--- src/rtl/led_pkg.sv ---
// Shared definitions for the debug-LED blink arbiter: FSM encoding, code width
// and the default timing of one blink sequence.
package led_pkg;

  typedef enum logic [1:0] {
    ST_IDLE = 2'd0,
    ST_ON   = 2'd1,
    ST_OFF  = 2'd2,
    ST_GAP  = 2'd3
  } led_state_e;

  localparam int CODE_W = 3;
  localparam int UNIT_W = 8;

  localparam int DEF_N_REQ     = 4;
  localparam int DEF_T_UNIT    = 2500000;
  localparam int DEF_ON_UNITS  = 2;
  localparam int DEF_OFF_UNITS = 2;
  localparam int DEF_GAP_UNITS = 10;
  localparam int DEF_HB_UNITS  = 6;
  localparam int DEF_CNT_W     = 26;

endpackage

--- src/rtl/led_tick_gen.sv ---
// Time-unit prescaler: counts 0..T_UNIT-1 and flags the last count of each unit.
// A synchronous clear restarts the unit so every phase starts on a unit boundary.
module led_tick_gen #(
  parameter int T_UNIT = 2500000,
  parameter int CNT_W  = 26
) (
  input  logic clk,
  input  logic rst,
  input  logic clr,
  output logic tick
);

  localparam logic [CNT_W-1:0] LAST = CNT_W'(T_UNIT - 1);

  logic [CNT_W-1:0] cnt;

  always_ff @(posedge clk or posedge rst) begin
    if (rst) begin
      cnt <= '0;
    end else if (clr || cnt == LAST) begin
      cnt <= '0;
    end else begin
      cnt <= cnt + 1'b1;
    end
  end

  assign tick = (cnt == LAST);

endmodule

--- src/rtl/led_blink_arbiter.sv ---
// Shares one debug LED between N_REQ requesters: fixed-priority grant, then the
// granted blink code plays as ON/OFF pulses plus a gap; heartbeat when idle.
module led_blink_arbiter
  import led_pkg::*;
#(
  parameter int N_REQ     = DEF_N_REQ,
  parameter int T_UNIT    = DEF_T_UNIT,
  parameter int ON_UNITS  = DEF_ON_UNITS,
  parameter int OFF_UNITS = DEF_OFF_UNITS,
  parameter int GAP_UNITS = DEF_GAP_UNITS,
  parameter int HB_UNITS  = DEF_HB_UNITS,
  parameter int CNT_W     = DEF_CNT_W
) (
  input  logic                    I_clk,
  input  logic                    I_reset,
  input  logic                    I_enable,
  input  logic [N_REQ-1:0]        I_req,
  input  logic [CODE_W*N_REQ-1:0] I_code,
  output logic                    O_led,
  output logic [N_REQ-1:0]        O_grant,
  output logic                    O_busy,
  output logic                    O_done
);

  localparam logic [UNIT_W-1:0] ON_LAST  = UNIT_W'(ON_UNITS - 1);
  localparam logic [UNIT_W-1:0] OFF_LAST = UNIT_W'(OFF_UNITS - 1);
  localparam logic [UNIT_W-1:0] GAP_LAST = UNIT_W'(GAP_UNITS - 1);
  localparam logic [UNIT_W-1:0] HB_LAST  = UNIT_W'(HB_UNITS - 1);

  led_state_e        state, state_next;
  logic [UNIT_W-1:0] unit_cnt, unit_next, unit_last;
  logic [CODE_W-1:0] rem, rem_next;
  logic [N_REQ-1:0]  sel_onehot, grant_next;
  logic [CODE_W-1:0] sel_code;
  logic              tick, phase_end, hb_wrap;
  logic              led_next, busy_next, done_next;

  led_tick_gen #(
    .T_UNIT (T_UNIT),
    .CNT_W  (CNT_W)
  ) u_tick (
    .clk  (I_clk),
    .rst  (I_reset),
    .clr  (state_next != state),
    .tick (tick)
  );

  // Lowest eligible index wins; a zero code never counts as a request.
  always_comb begin
    sel_onehot = '0;
    sel_code   = '0;
    for (int k = N_REQ - 1; k >= 0; k--) begin
      if (I_req[k] && (I_code[k*CODE_W +: CODE_W] != '0)) begin
        sel_onehot    = '0;
        sel_onehot[k] = 1'b1;
        sel_code      = I_code[k*CODE_W +: CODE_W];
      end
    end
  end

  always_comb begin
    state_next = state;
    rem_next   = rem;
    grant_next = O_grant;
    done_next  = 1'b0;
    unit_last  = HB_LAST;
    case (state)
      ST_ON:   unit_last = ON_LAST;
      ST_OFF:  unit_last = OFF_LAST;
      ST_GAP:  unit_last = GAP_LAST;
      default: unit_last = HB_LAST;
    endcase
    phase_end = tick && (unit_cnt == unit_last);
    hb_wrap   = (state == ST_IDLE) && phase_end;

    case (state)
      ST_IDLE: begin
        if (I_enable && (sel_onehot != '0)) begin
          state_next = ST_ON;
          rem_next   = sel_code;
          grant_next = sel_onehot;
        end
      end
      ST_ON: begin
        if (!I_enable) begin
          state_next = ST_IDLE;
        end else if (phase_end) begin
          state_next = ST_OFF;
          rem_next   = rem - 1'b1;
        end
      end
      ST_OFF: begin
        if (!I_enable) begin
          state_next = ST_IDLE;
        end else if (phase_end) begin
          state_next = (rem != '0) ? ST_ON : ST_GAP;
        end
      end
      ST_GAP: begin
        if (!I_enable) begin
          state_next = ST_IDLE;
        end else if (phase_end) begin
          state_next = ST_IDLE;
          done_next  = 1'b1;
        end
      end
      default: state_next = ST_IDLE;
    endcase

    if (state_next == ST_IDLE) begin
      grant_next = '0;
    end
    busy_next = (state_next != ST_IDLE);

    // Unit counter doubles as the heartbeat counter while idle.
    if (state_next != state) begin
      unit_next = '0;
    end else if (tick) begin
      unit_next = hb_wrap ? '0 : unit_cnt + 1'b1;
    end else begin
      unit_next = unit_cnt;
    end

    case (state_next)
      ST_ON:   led_next = 1'b1;
      ST_IDLE: led_next = (state != ST_IDLE) ? 1'b0 : (hb_wrap ? ~O_led : O_led);
      default: led_next = 1'b0;
    endcase
  end

  always_ff @(posedge I_clk or posedge I_reset) begin
    if (I_reset) begin
      state    <= ST_IDLE;
      unit_cnt <= '0;
      rem      <= '0;
      O_led    <= 1'b0;
      O_grant  <= '0;
      O_busy   <= 1'b0;
      O_done   <= 1'b0;
    end else begin
      state    <= state_next;
      unit_cnt <= unit_next;
      rem      <= rem_next;
      O_led    <= led_next;
      O_grant  <= grant_next;
      O_busy   <= busy_next;
      O_done   <= done_next;
    end
  end

endmodule

--- config.mk ---
export PLATFORM = sky130hd
export DESIGN_NAME = led_blink_arbiter
export DESIGN_NICKNAME = d
export VERILOG_FILES = /design/src/rtl/led_pkg.sv /design/src/rtl/led_tick_gen.sv /design/src/rtl/led_blink_arbiter.sv
export SDC_FILE = /design/constraint.sdc
export NUM_CORES = 1
export LEC_CHECK = 0
export ABC_AREA = 1
export BUFFER_PORTS_ARGS = -buffer_cell sky130_fd_sc_hd__buf_2
export CORE_AREA = 4 4 83 85
export DETAILED_ROUTE_END_ITERATION = 10
export DIE_AREA = 0 0 87 89
export GPL_ROUTABILITY_DRIVEN = 0
export PLACE_DENSITY_LB_ADDON = 0.12
export SLEW_MARGIN = 0
export SYNTH_ARGS = -nofsm -noshare
export SYNTH_HDL_FRONTEND = slang
export SYNTH_SLANG_ARGS = --single-unit
--- constraint.sdc ---
create_clock -name I_clk -period 2.6 [get_ports I_clk]
set_input_delay 0.26 -clock I_clk [delete_from_list [all_inputs] [get_ports I_clk]]
set_output_delay 0.26 -clock I_clk [all_outputs]
set_load 0.03 [all_outputs]
==> results of run 1 <==
## registers in the layout (all words and copies together), names as in the netlist
name	count
O_busy	1
O_done	1
O_grant	4
O_led	1
rem	3
state	2
u_tick.cnt	26
unit_cnt	8
## cell type report
class | count | area [um2]
Timing Repair Buffer | 25 | 125
Tap cell | 77 | 96.3
Clock inverter | 1 | 5.00
Multi-Input combinational cell | 265 | 1410
Sequential cell | 46 | 1150
Clock buffer | 7 | 86.3
Inverter | 41 | 154
Fill cell | 636 | 3180
## worst max-delay path, cell delays in order (launching register included)
cell,delay [ns]
dfrtp_1,0.37
ha_1,0.19
nand2_1,0.11
nor2_4,0.16
nand4_1,0.11
nor2_2,0.31
nand2_2,0.11
o211ai_2,0.14
nand2_1,0.12
nand3_4,0.25
nor2_1,0.09
## power by group through the flow
stage	sequential (mW)	clock (mW)	combinational [mW]
after floorplan	0.822	0	0.196
after global placement	0.804	0	0.278
after detailed placement	0.804	0	0.286
after CTS	0.791	0.478	0.287
after global routing	0.800	0.505	0.322
final	0.791	0.450	0.280
## Yosys cell counts
library cell / number / area [um2]
or2_2: 4 / 25.0
nor4_1: 2 / 12.5
nor3_1: 8 / 40.0
nand2_1: 72 / 270
o31ai_1: 1 / 7.51
nor2_1: 68 / 255
o31ai_2: 1 / 12.5
xor2_1: 17 / 149
nand3_1: 28 / 140
a21o_1: 1 / 7.51
buf_6: 2 / 22.5
nor2_4: 3 / 33.8
o211ai_1: 1 / 7.51
inv_2: 1 / 3.75
xnor2_1: 8 / 70.1
o21ai_0: 4 / 20.0
nor3_4: 1 / 16.3
nor3b_1: 1 / 7.51
nand3_4: 1 / 17.5
o211ai_2: 1 / 12.5
dfrtp_1: 46 / 1150
ha_1: 5 / 62.6
o21ai_2: 2 / 17.5
inv_1: 40 / 150
nor2_2: 3 / 18.8
a21boi_0: 1 / 7.51
nor3_2: 1 / 10.0
nand4_1: 13 / 81.3
nand2_2: 3 / 18.8
a22oi_1: 1 / 7.51
nand3b_1: 3 / 22.5
a21oi_1: 10 / 50.1
o221ai_1: 1 / 8.76
## per-stage QoR
stage / instance area (um2) / hold WS, ns / cells / power [mW]
detailed placement: 2940 / 0.454 / 454 / 1.09
global placement: 2940 / 0.444 / 454 / 1.08
global route: 3030 / 0.264 / 462 / 1.63
finish: 3030 / 0.172 / 462 / 1.52
floorplan: 2740 / 0.432 / 354 / 1.02
CTS: 3030 / 0.210 / 462 / 1.56
## routing by layer
metal  vias up  global-route usage (%)  share of wire [%]
met5         -                       0                  0
met4         0                    5.95                1.3
met3         7                    2.21                1.3
met2        11                    29.3                 49
met1      1048                    19.8                 48
li1       1194                       -                  -
## cell families after synthesis
family	share of synthesized area, %
buf+inv	6.44
flops	42.0
simple gates	35.4
compound gates	5.81
xor+xnor	8.00
fa+ha+maj	2.29
## how the worst max path moves through the flow
| stage | to | slack [ns] |
|---|---|---|
| 2_1_floorplan | u_tick.cnt[11]$_DFF_PP0_ | 0.78 |
| 3_3_place_gp | u_tick.cnt[21]$_DFF_PP0_ | 0.58 |
| 3_5_place_dp | u_tick.cnt[21]$_DFF_PP0_ | 0.51 |
| 4_1_cts | u_tick.cnt[21]$_DFF_PP0_ | 0.50 |
| 5_1_grt | u_tick.cnt[24]$_DFF_PP0_ | 0.28 |
| 6_report | u_tick.cnt[21]$_DFF_PP0_ | 0.52 |
==> results by group, run 1 <==
Route
  • Vias: 2260
  • 1st-pass router iterations: 4
  • DR iter-0 viols: 62
  • Drt wl/cell: 12.1 um
  • Via-to-Cell Ratio: 4.89
  • WL final: 5.59 mm
  • Final antenna-violating net count: 0
  • DRC viols: 0

Critical path
  • Startpoint class of the critical path: flip-flop
  • CP startpoint: u_tick.cnt[0]$_DFF_PP0_
  • R2r startpoint: u_tick.cnt[0]$_DFF_PP0_
  • Worst Path Arrival: about 2.3 ns
  • R2R setup slack: 0.52 ns
  • CP max FO: 26
  • R2r endpoint: u_tick.cnt[21]$_DFF_PP0_
  • CP Capture Type: flip-flop
  • Reg2reg path depth: 10
  • Crit path kind: flip-flop to flip-flop
  • Worst EP required: 2.78 ns

Floorplan
  • Die Width: 87 um
  • Num rows: 29
  • Vert. Die Dim: roughly 89 um
  • Die ar.: roughly 7700 um2
  • I/O pins: 26
  • Initial Util: 44.1%
  • Core ar.: 6200 um2

Cells and area
  • # nets final: 408
  • Antenna Cells: 0
  • Synthesis-to-layout area growth: 10.6%
  • Most common cell after layout, fill and taps aside: nand2_1
  • Post-layout util: 48.8%
  • Ratio of cells with drive above 1 in the final layout: approximately 14%
  • Most frequent cells in the layout: nand2_1 (72), nor2_1 (68), dfrtp_1 (46), inv_1 (39), nand3_1 (28)

Clock tree
  • H-tree level count: 2
  • Post-CTS Repair Setup Buffers: 0
  • Clk root buf: clkbuf_8
  • Hold_buf cts: 0
  • Gates resized, CTS repair: 0
  • CTS tree: yes
  • Clock slew at reported path FFs: 0.08 ns
  • Skew-Pair Late Insertion Delay: 0.29 ns
  • Num CTS Buffers: 5
  • Total clock sinks: 46
  • CTS max path bufs: 2

GRT
  • Initial antenna violation count: 0
  • Largest net degree at the start of global routing: 47
  • Global route overflow: 0
  • Vias in the first global route: 2275
  • Overall Global Routing Usage: 16.3%
  • First-pass GRT wire length: 10.1 mm

Synthesis
  • Synth Net Count: between 300 and 400
  • Synth warnings: 0
  • Count of cell types in the netlist: 33
  • Cells after Synth: 354
  • Sequential fraction of the synthesis area: roughly 42%
  • Syn Area/Cell: 7.73 um2
  • Seq cells post-synth: 46
  • Post-Syn Area: approximately 2700 um2

Pwr
  • Seq pwr share: 52.0%
  • Internal power: roughly 1.1 mW
  • Peak supply drop: about 0.24 mV
  • Clk pwr share: 29.6%
  • Static Leak: 1.39 nW
  • Switching pwr: between 0.4 and 0.5 mW
  • Switching part of the total: about 30%
  • PwrDens: 502 nW/um2
  • Logic pwr share: around 18%

Timing
  • Slew headroom: 36.2%
  • Slew @ Worst Pin: 0.955 ns
  • RSZ-0062 raised after global routing: false
  • Clock skew: 0.00566 ns
  • Setup tns final: 0 ns
  • Final Max Slew Viols: 0
  • Post-layout min period: 2.08 ns
  • F_max: 480 MHz
  • Fin crit share: 80.1%
  • Final hold violations: 0
  • Final WS setup: 0.516 ns
  • Setup Viol. Count Final: 0

Run status
  • Status: completed

Placement
  • DP HPWL: 4.27 mm
  • Dpl ws: 0.509 ns
  • PortBufs: 25

Worst hold path
  • Worst min path class: input pin to asynchronous set/reset pin

Job
  • Max Cap Viol: 0
Note: power is estimated with default switching activity, not from simulation.
==> run 2, diff against run 1 <==
ABC_AREA = 0   (was 1)
CORE_AREA = 4 4 81 83   (was 4 4 83 85)
DIE_AREA = 0 0 85 87   (was 0 0 87 89)
clock period = 2 ns   (was 2.6 ns; I/O delays follow)
==> run 2 against run 1 <==
Against the previous run: design area rose by 7.2%; final cell count fell by 12%; via count fell by 7.5%; critical path depth fell by 4; critical endpoint is now rem[0]$_DFFE_PP0P_.
==> results by group, run 2 <==
GRT
  • First-pass GRT wire length: 9.34 mm
  • Initial antenna violation count: 0
  • Overall Global Routing Usage: about 16%
  • Met3 usage: 3.22%
  • Most used routing layer: met2
  • GRT met2 Usage: approximately a quarter
  • Vias in the first global route: 2075
  • Largest net degree at the start of global routing: 27
  • Global route overflow: 0
  • M1 GR Usage: 21.6%

Synthesis
  • Post-synthesis compound-gate area fraction: roughly an eighth
  • Seq cells post-synth: 46
  • Most frequent cells after synthesis: dfrtp_1 (46), nor2_1 (45), nand2_1 (17)
  • Ys async rst share: 100%
  • Syn Area/Cell: 9.49 um2
  • Count of cell types in the netlist: 53
  • Main combinational cell family by area after synthesis: simple AND/OR/NAND/NOR gates
  • Synth Net Count: 293
  • Synth top area share: 45.1%
  • Sequential fraction of the synthesis area: ~45%
  • Post-synth EDFFs: 0
  • Area contributors post-synth: dfrtp_1 (45%), nor2_1 (6.6%), xnor2_1 (5.1%)
  • Synth Area in Adders: 2.45%
  • Ys flop type: dfrtp_1
  • Post-Syn Area: 2550 um2
  • Post-synth top area cell: dfrtp_1
  • Post-synthesis xor/xnor area fraction: 10.3%
  • Top-count cell post-synth: dfrtp_1
  • Synth Area in Simple Gates: between 20% and 30%
  • Cells after Synth: 269
  • Mux contribution to synthesized area: 0%
  • Synth warnings: 0

Critical path
  • Crit-path max cell delay: 0.45 ns
  • CP Capture Type: flip-flop
  • Crit path kind: flip-flop to flip-flop
  • Worst path depth: 6
  • CP max FO: 6
  • Worst Path Arrival: 2.22 ns
  • Worst EP required: 2.25 ns
  • Crit path cell chain: nor4_2 -> nand3_1 -> or3_4 -> o31a_1 -> a221oi_2 -> a21o_1
  • Crit path max-delay family: simple AND/OR/NAND/NOR gates
  • Worst Path Buf+Inv: 0
  • Critical-path top delay cell: or3_4
  • Startpoint class of the critical path: flip-flop
  • Reg2reg path depth: 6

Floorplan
  • Num rows: 28
  • Core ar.: slightly below 6000 um2
  • Die Width: ~85 um
  • Initial Util: 43.6%
  • Die ar.: 7400 um2
  • I/O pins: 26
  • Vert. Die Dim: between 80 and 90 um

Clock tree
  • Clock slew at reported path FFs: 0.10 ns
  • CTS max path bufs: 2
  • Skew-Pair Late Insertion Delay: 0.31 ns
  • CTS tree: yes
  • H-tree level count: 2
  • Clk root buf: clkbuf_8
  • Total clock sinks: 46
  • Num CTS Buffers: 5

Placement
  • DP HPWL: about 3.8 mm
  • PortBufs: 25
  • Dpl ws: -0.0269 ns
  • Placed cells: 394
  • Placed cell areas: 3000 um2

Cells and area
  • Synthesis-to-layout area growth: 27.2%
  • Multi-input logic area: 1380 um2
  • Finished Cell Area: 3250 um2
  • # nets final: ~360
  • Seq. cell area: ~1200 um2
  • Ratio of cells with drive above 1 in the final layout: 29.5%
  • Most frequent cells in the layout: dfrtp_1 (45), nor2_1 (45), buf_4 (36), buf_2 (25), nand2_1 (17)
  • Antenna Cells: 0
  • Top flop regs: u_tick.cnt (26), unit_cnt (8), O_grant (4)
  • Max FFs per register: 26
  • Post-layout util: 55.5%
  • Largest reg by FF count: u_tick.cnt
  • # fillers: about 540
  • Non-Filler Instances: 407

Timing
  • Setup tns final: 0 ns
  • Fin crit share: 98.6%
  • Final WS setup: 0.0282 ns
  • Setup Viol. Count Final: 0
  • Post-layout min period: 1.97 ns
  • Final hold violations: 0
  • Slew @ Worst Pin: roughly 0.46 ns
  • RSZ-0062 raised after global routing: true
  • Clock skew: 0.0103 ns
  • Final Max Slew Viols: 0
  • Hold slack final: between 0.15 and 0.2 ns
  • Slew headroom: between 60 and 70%
  • F_max: 507 MHz

Route
  • Drt wl/cell: around 13 um
  • Vias: 2090
  • DRC viols: 0
  • DR iter-0 viols: 99
  • Via-to-Cell Ratio: 5.14
  • WL final: 5.48 mm
  • Final antenna-violating net count: 0
  • 1st-pass router iterations: 5

Pwr
  • Peak supply drop: 0.318 mV
  • Pwr Total: 2.37 mW
  • PwrDens: 732 nW/um2
  • Static Leak: 1.48 nW

Run status
  • Status: completed

Worst hold path
  • Worst min path class: input pin to flip-flop
  • Cells on Worst Hold Path: 3

Job
  • Max Cap Viol: 0
## run 2: cell types whose count changed after synthesis, sizes merged, moves of 4 or more
| cell | change |
|---|---|
| buf | +6 |
| nand2 | -57 |
| nand3 | -16 |
| and3 | +4 |
| a31oi | +5 |
| and4 | +4 |
| nor2 | -28 |
| or3 | +4 |
| inv | -28 |
| xnor2 | +7 |
| nor3 | -6 |
## run 2: final timing paths
check | startpoint | end | slack (ns)
worst max-delay path | u_tick.cnt[25]$_DFF_PP0_ | rem[0]$_DFFE_PP0P_ | 0.03
worst min-delay path | I_enable | state[1]$_DFF_PP0_ | 0.20
worst max register to register | u_tick.cnt[25]$_DFF_PP0_ | rem[0]$_DFFE_PP0P_ | 0.03
worst min register to register | O_grant[0]$_DFFE_PP0P_ | O_grant[0]$_DFFE_PP0P_ | 0.50
max in group asynchronous | I_reset | u_tick.cnt[23]$_DFF_PP0_ | 0.99
min in group asynchronous | I_reset | u_tick.cnt[20]$_DFF_PP0_ | 0.44
## run 2: area by class of cell
class | count | share of cell area (%)
Multi-Input combinational cell | 200 | 42.4
Tap cell | 75 | 2.89
Clock inverter | 3 | 1.39
Timing Repair Buffer | 65 | 14.2
Sequential cell | 46 | 35.5
Clock buffer | 5 | 2.12
Inverter | 13 | 1.50
## run 2: what timing repair did
action                                  4_1_cts  5_1_grt
gates resized for setup                       2       13
pin swaps                                     1        8
cloned                                        0        2
hold buffers                                  1        0
hold endpoints to repair                     20        0
setup buffers                                 0        2
endpoints found under the setup margin       32       42
## run 2: report_power, final
group          internal [mW]  switching, mW  leakage, nW
Sequential              1.00         0.0516        0.623
Combinational          0.277          0.331        0.807
Clock                  0.372          0.339       0.0504
Total                   1.65          0.721         1.48
## run 2: tightest hold or removal path, delay by kind of cell
kind            cells  cell delay, ns
buf+inv             2            0.23
compound gates      1            0.05
## run 2: kinds of logic (layout without fill, tap and decap cells)
group                    count (synthesis)  in the layout
adder cells (fa/ha/maj)                  5              5
AND/OR/NAND/NOR                        120            120
XOR/XNOR                                30             30
AO/OA/AOI/OAI                           45             45
flip-flops                              46             46
buffers and inverters                   23             86
## run 2: routing by layer
metal,wire [um],up-vias,share of wire [%]
met1,2780,982,51
met3,184,5,3.4
met4,77,0,1.4
met5,0,-,0
li1,-,1068,-
met2,2430,35,44
==> run 3, diff against run 2 <==
==> constraint.sdc (replaced) <==
create_clock -name I_clk -period 2 [get_ports I_clk]
set_input_delay 0.1 -clock I_clk [delete_from_list [all_inputs] [get_ports I_clk]]
set_output_delay 0.1 -clock I_clk [all_outputs]
set_load 0.03 [all_outputs]
==> run 3 against run 2 <==
Against the previous run: die area is the same; combinational power shrank 3%; critical path depth grew 1; global-route usage shrank 0.75 points; setup slack lost 0.024 ns; first-iteration DRC count shrank 31%; sequential share of layout area grew 0.68 points; wire length shrank 2.9%; core utilization shrank 1.0 points; non-clock buffer count shrank 3; clock skew shrank 0.0014 ns; critical path type unchanged; critical endpoint unchanged; largest power group unchanged.
==> results by group, run 3 (synthesis results as in run 2) <==
Pwr
  • PwrDens: a little over 700 nW/um2
  • Switching part of the total: 30.1%
  • Static Leak: roughly 1.5 nW
  • Logic pwr share: 25.9%
  • Internal power: 1.59 mW
  • Peak supply drop: between 0.3 and 0.4 mV
  • Clk pwr share: between 20% and 30%
  • Switching pwr: ~0.7 mW
  • Seq pwr share: 46.5%

Clock tree
  • Clk root buf: clkbuf_8
  • CTS tree: yes
  • Post-CTS Repair Setup Buffers: 0
  • Num CTS Buffers: 5
  • CTS max path bufs: 2
  • Skew-Pair Late Insertion Delay: around 0.3 ns
  • Clock slew at reported path FFs: ~0.090 ns
  • Total clock sinks: 46
  • H-tree level count: 2

Cells and area
  • Synthesis-to-layout area growth: 24.8%
  • # fillers: 557
  • Largest reg by FF count: u_tick.cnt
  • # nets final: approximately 350
  • Ratio of cells with drive above 1 in the final layout: between 20% and 30%
  • Post-layout util: 54.4%
  • Antenna Cells: 0
  • Finished Cell Area: 3180 um2
  • Most frequent cells in the layout: dfrtp_1 (45), nor2_1 (45), buf_4 (33), buf_2 (25), nand2_1 (17)
  • Max FFs per register: 26
  • Top flop regs: u_tick.cnt (26), unit_cnt (8), O_grant (4)

Critical path
  • CP max FO: 6
  • Startpoint class of the critical path: flip-flop
  • CP startpoint: u_tick.cnt[0]$_DFF_PP0_
  • Crit path kind: flip-flop to flip-flop
  • R2r startpoint: u_tick.cnt[0]$_DFF_PP0_
  • CP Capture Type: flip-flop
  • Worst EP required: 2.24 ns
  • Worst Path Arrival: ~2.2 ns

GRT
  • Initial antenna violation count: 0
  • Overall Global Routing Usage: 14.9%
  • Vias in the first global route: ~2000
  • Largest net degree at the start of global routing: 27
  • Global route overflow: 0
  • First-pass GRT wire length: approximately 9.0 mm

Route
  • Vias: 2059
  • WL final: approximately 5.3 mm
  • DRC viols: 0
  • Final antenna-violating net count: 0
  • 1st-pass router iterations: 4
  • WL met3: 194 um
  • DR iter-0 viols: slightly below 70
  • Drt wl/cell: roughly 13 um
  • Met2 routed WL: 2.33 mm
  • Top Layer Used: met4
  • Met1 WL: 2.76 mm
  • Via-to-Cell Ratio: a little over 5

Placement
  • Placed cell areas: approximately 3000 um2
  • PortBufs: 25
  • Dpl ws: -0.00768 ns
  • DP HPWL: 3.90 mm

Floorplan
  • Die Width: between 80 and 90 um
  • Core ar.: roughly 6000 um2
  • Vert. Die Dim: 87 um
  • Die ar.: 7400 um2
  • Initial Util: a little over two fifths
  • I/O pins: 26
  • Num rows: 28

Timing
  • Hold slack final: 0.110 ns
  • Final Max Slew Viols: 0
  • F_max: between 500 and 600 MHz
  • Fin crit share: 99.8%
  • Slew headroom: roughly three quarters
  • Slew @ Worst Pin: between 0.3 and 0.4 ns
  • Post-layout min period: 2.00 ns
  • Final WS setup: 0.00392 ns
  • Final hold violations: 0
  • RSZ-0062 raised after global routing: true
  • Setup Viol. Count Final: 0
  • Clock skew: 0.00890 ns

Job
  • Max Cap Viol: 0

Worst hold path
  • Hold Crit Start: I_enable
  • Worst min path class: input pin to flip-flop

Run status
  • Status: completed
## run 3: metal layers
| metal | up-vias | GRT usage [%] |
|---|---|---|
| met4 | 0 | 4.89 |
| li1 | 1066 | - |
| met1 | 951 | 21.2 |
| met2 | 38 | 22.6 |
| met5 | - | 0 |
| met3 | 4 | 3.41 |
## run 3: path summary, 6_finish.rpt
check / cells past startpoint / end / slack [ns]
min in group asynchronous: 3 / rem[1]$_DFFE_PP0P_ / 0.28
worst max-delay path: 7 / rem[0]$_DFFE_PP0P_ / 0.004
worst max register to register: 7 / rem[0]$_DFFE_PP0P_ / 0.004
worst min-delay path: 3 / state[1]$_DFF_PP0_ / 0.11
max in group asynchronous: 4 / u_tick.cnt[15]$_DFF_PP0_ / 1.13
worst min register to register: 1 / O_grant[0]$_DFFE_PP0P_ / 0.51
## run 3: cell type report
| class | count | area [um2] | area share (%) |
|---|---|---|---|
| multi-input cells | 200 | 1350 | 42.2 |
| flip-flops and latches | 46 | 1150 | 36.2 |
| repair buffers | 62 | 439 | 13.8 |
| clock buffers | 7 | 96.3 | 3.03 |
| well taps | 75 | 93.8 | 2.95 |
| inverters | 13 | 48.8 | 1.53 |
| clock inverters | 1 | 8.76 | 0.275 |
## run 3: repair_timing
item                                    4_1_cts  5_1_grt
hold buffers                                  1        0
endpoints found under the hold margin        13        0
pin swaps                                     0       11
gates cloned                                  0        1
endpoints found under the setup margin        5       43
gates resized for setup                       1        9
## run 3: through the flow
| step | cells | power [mW] | setup TNS (ns) |
|---|---|---|---|
| finish | 404 | 2.27 | 0 |
| global route | 404 | 2.42 | -0.270 |
| CTS | 403 | 2.28 | 0 |
| detailed placement | 394 | 1.62 | -0.0146 |
| global placement | 394 | 1.61 | -0.000899 |
| floorplan | 269 | 1.42 | -0.00796 |
## run 3: power groups by stage
| stage | sequential [mW] | combinational [mW] | clock, mW |
|---|---|---|---|
| after floorplan | 1.10 | 0.311 | 0 |
| after global placement | 1.07 | 0.541 | 0 |
| after detailed placement | 1.07 | 0.550 | 0 |
| after CTS | 1.05 | 0.554 | 0.671 |
| after global routing | 1.07 | 0.650 | 0.705 |
| final | 1.06 | 0.589 | 0.628 |
## run 3: worst max-delay path: stages, from the launching register on
cell and delay, ns:
dfrtp_1 0.36, ha_2 0.18, and4_1 0.25, nand2_4 0.07
or3_4 0.43, o31a_1 0.34, a221oi_2 0.20, a21o_1 0.11
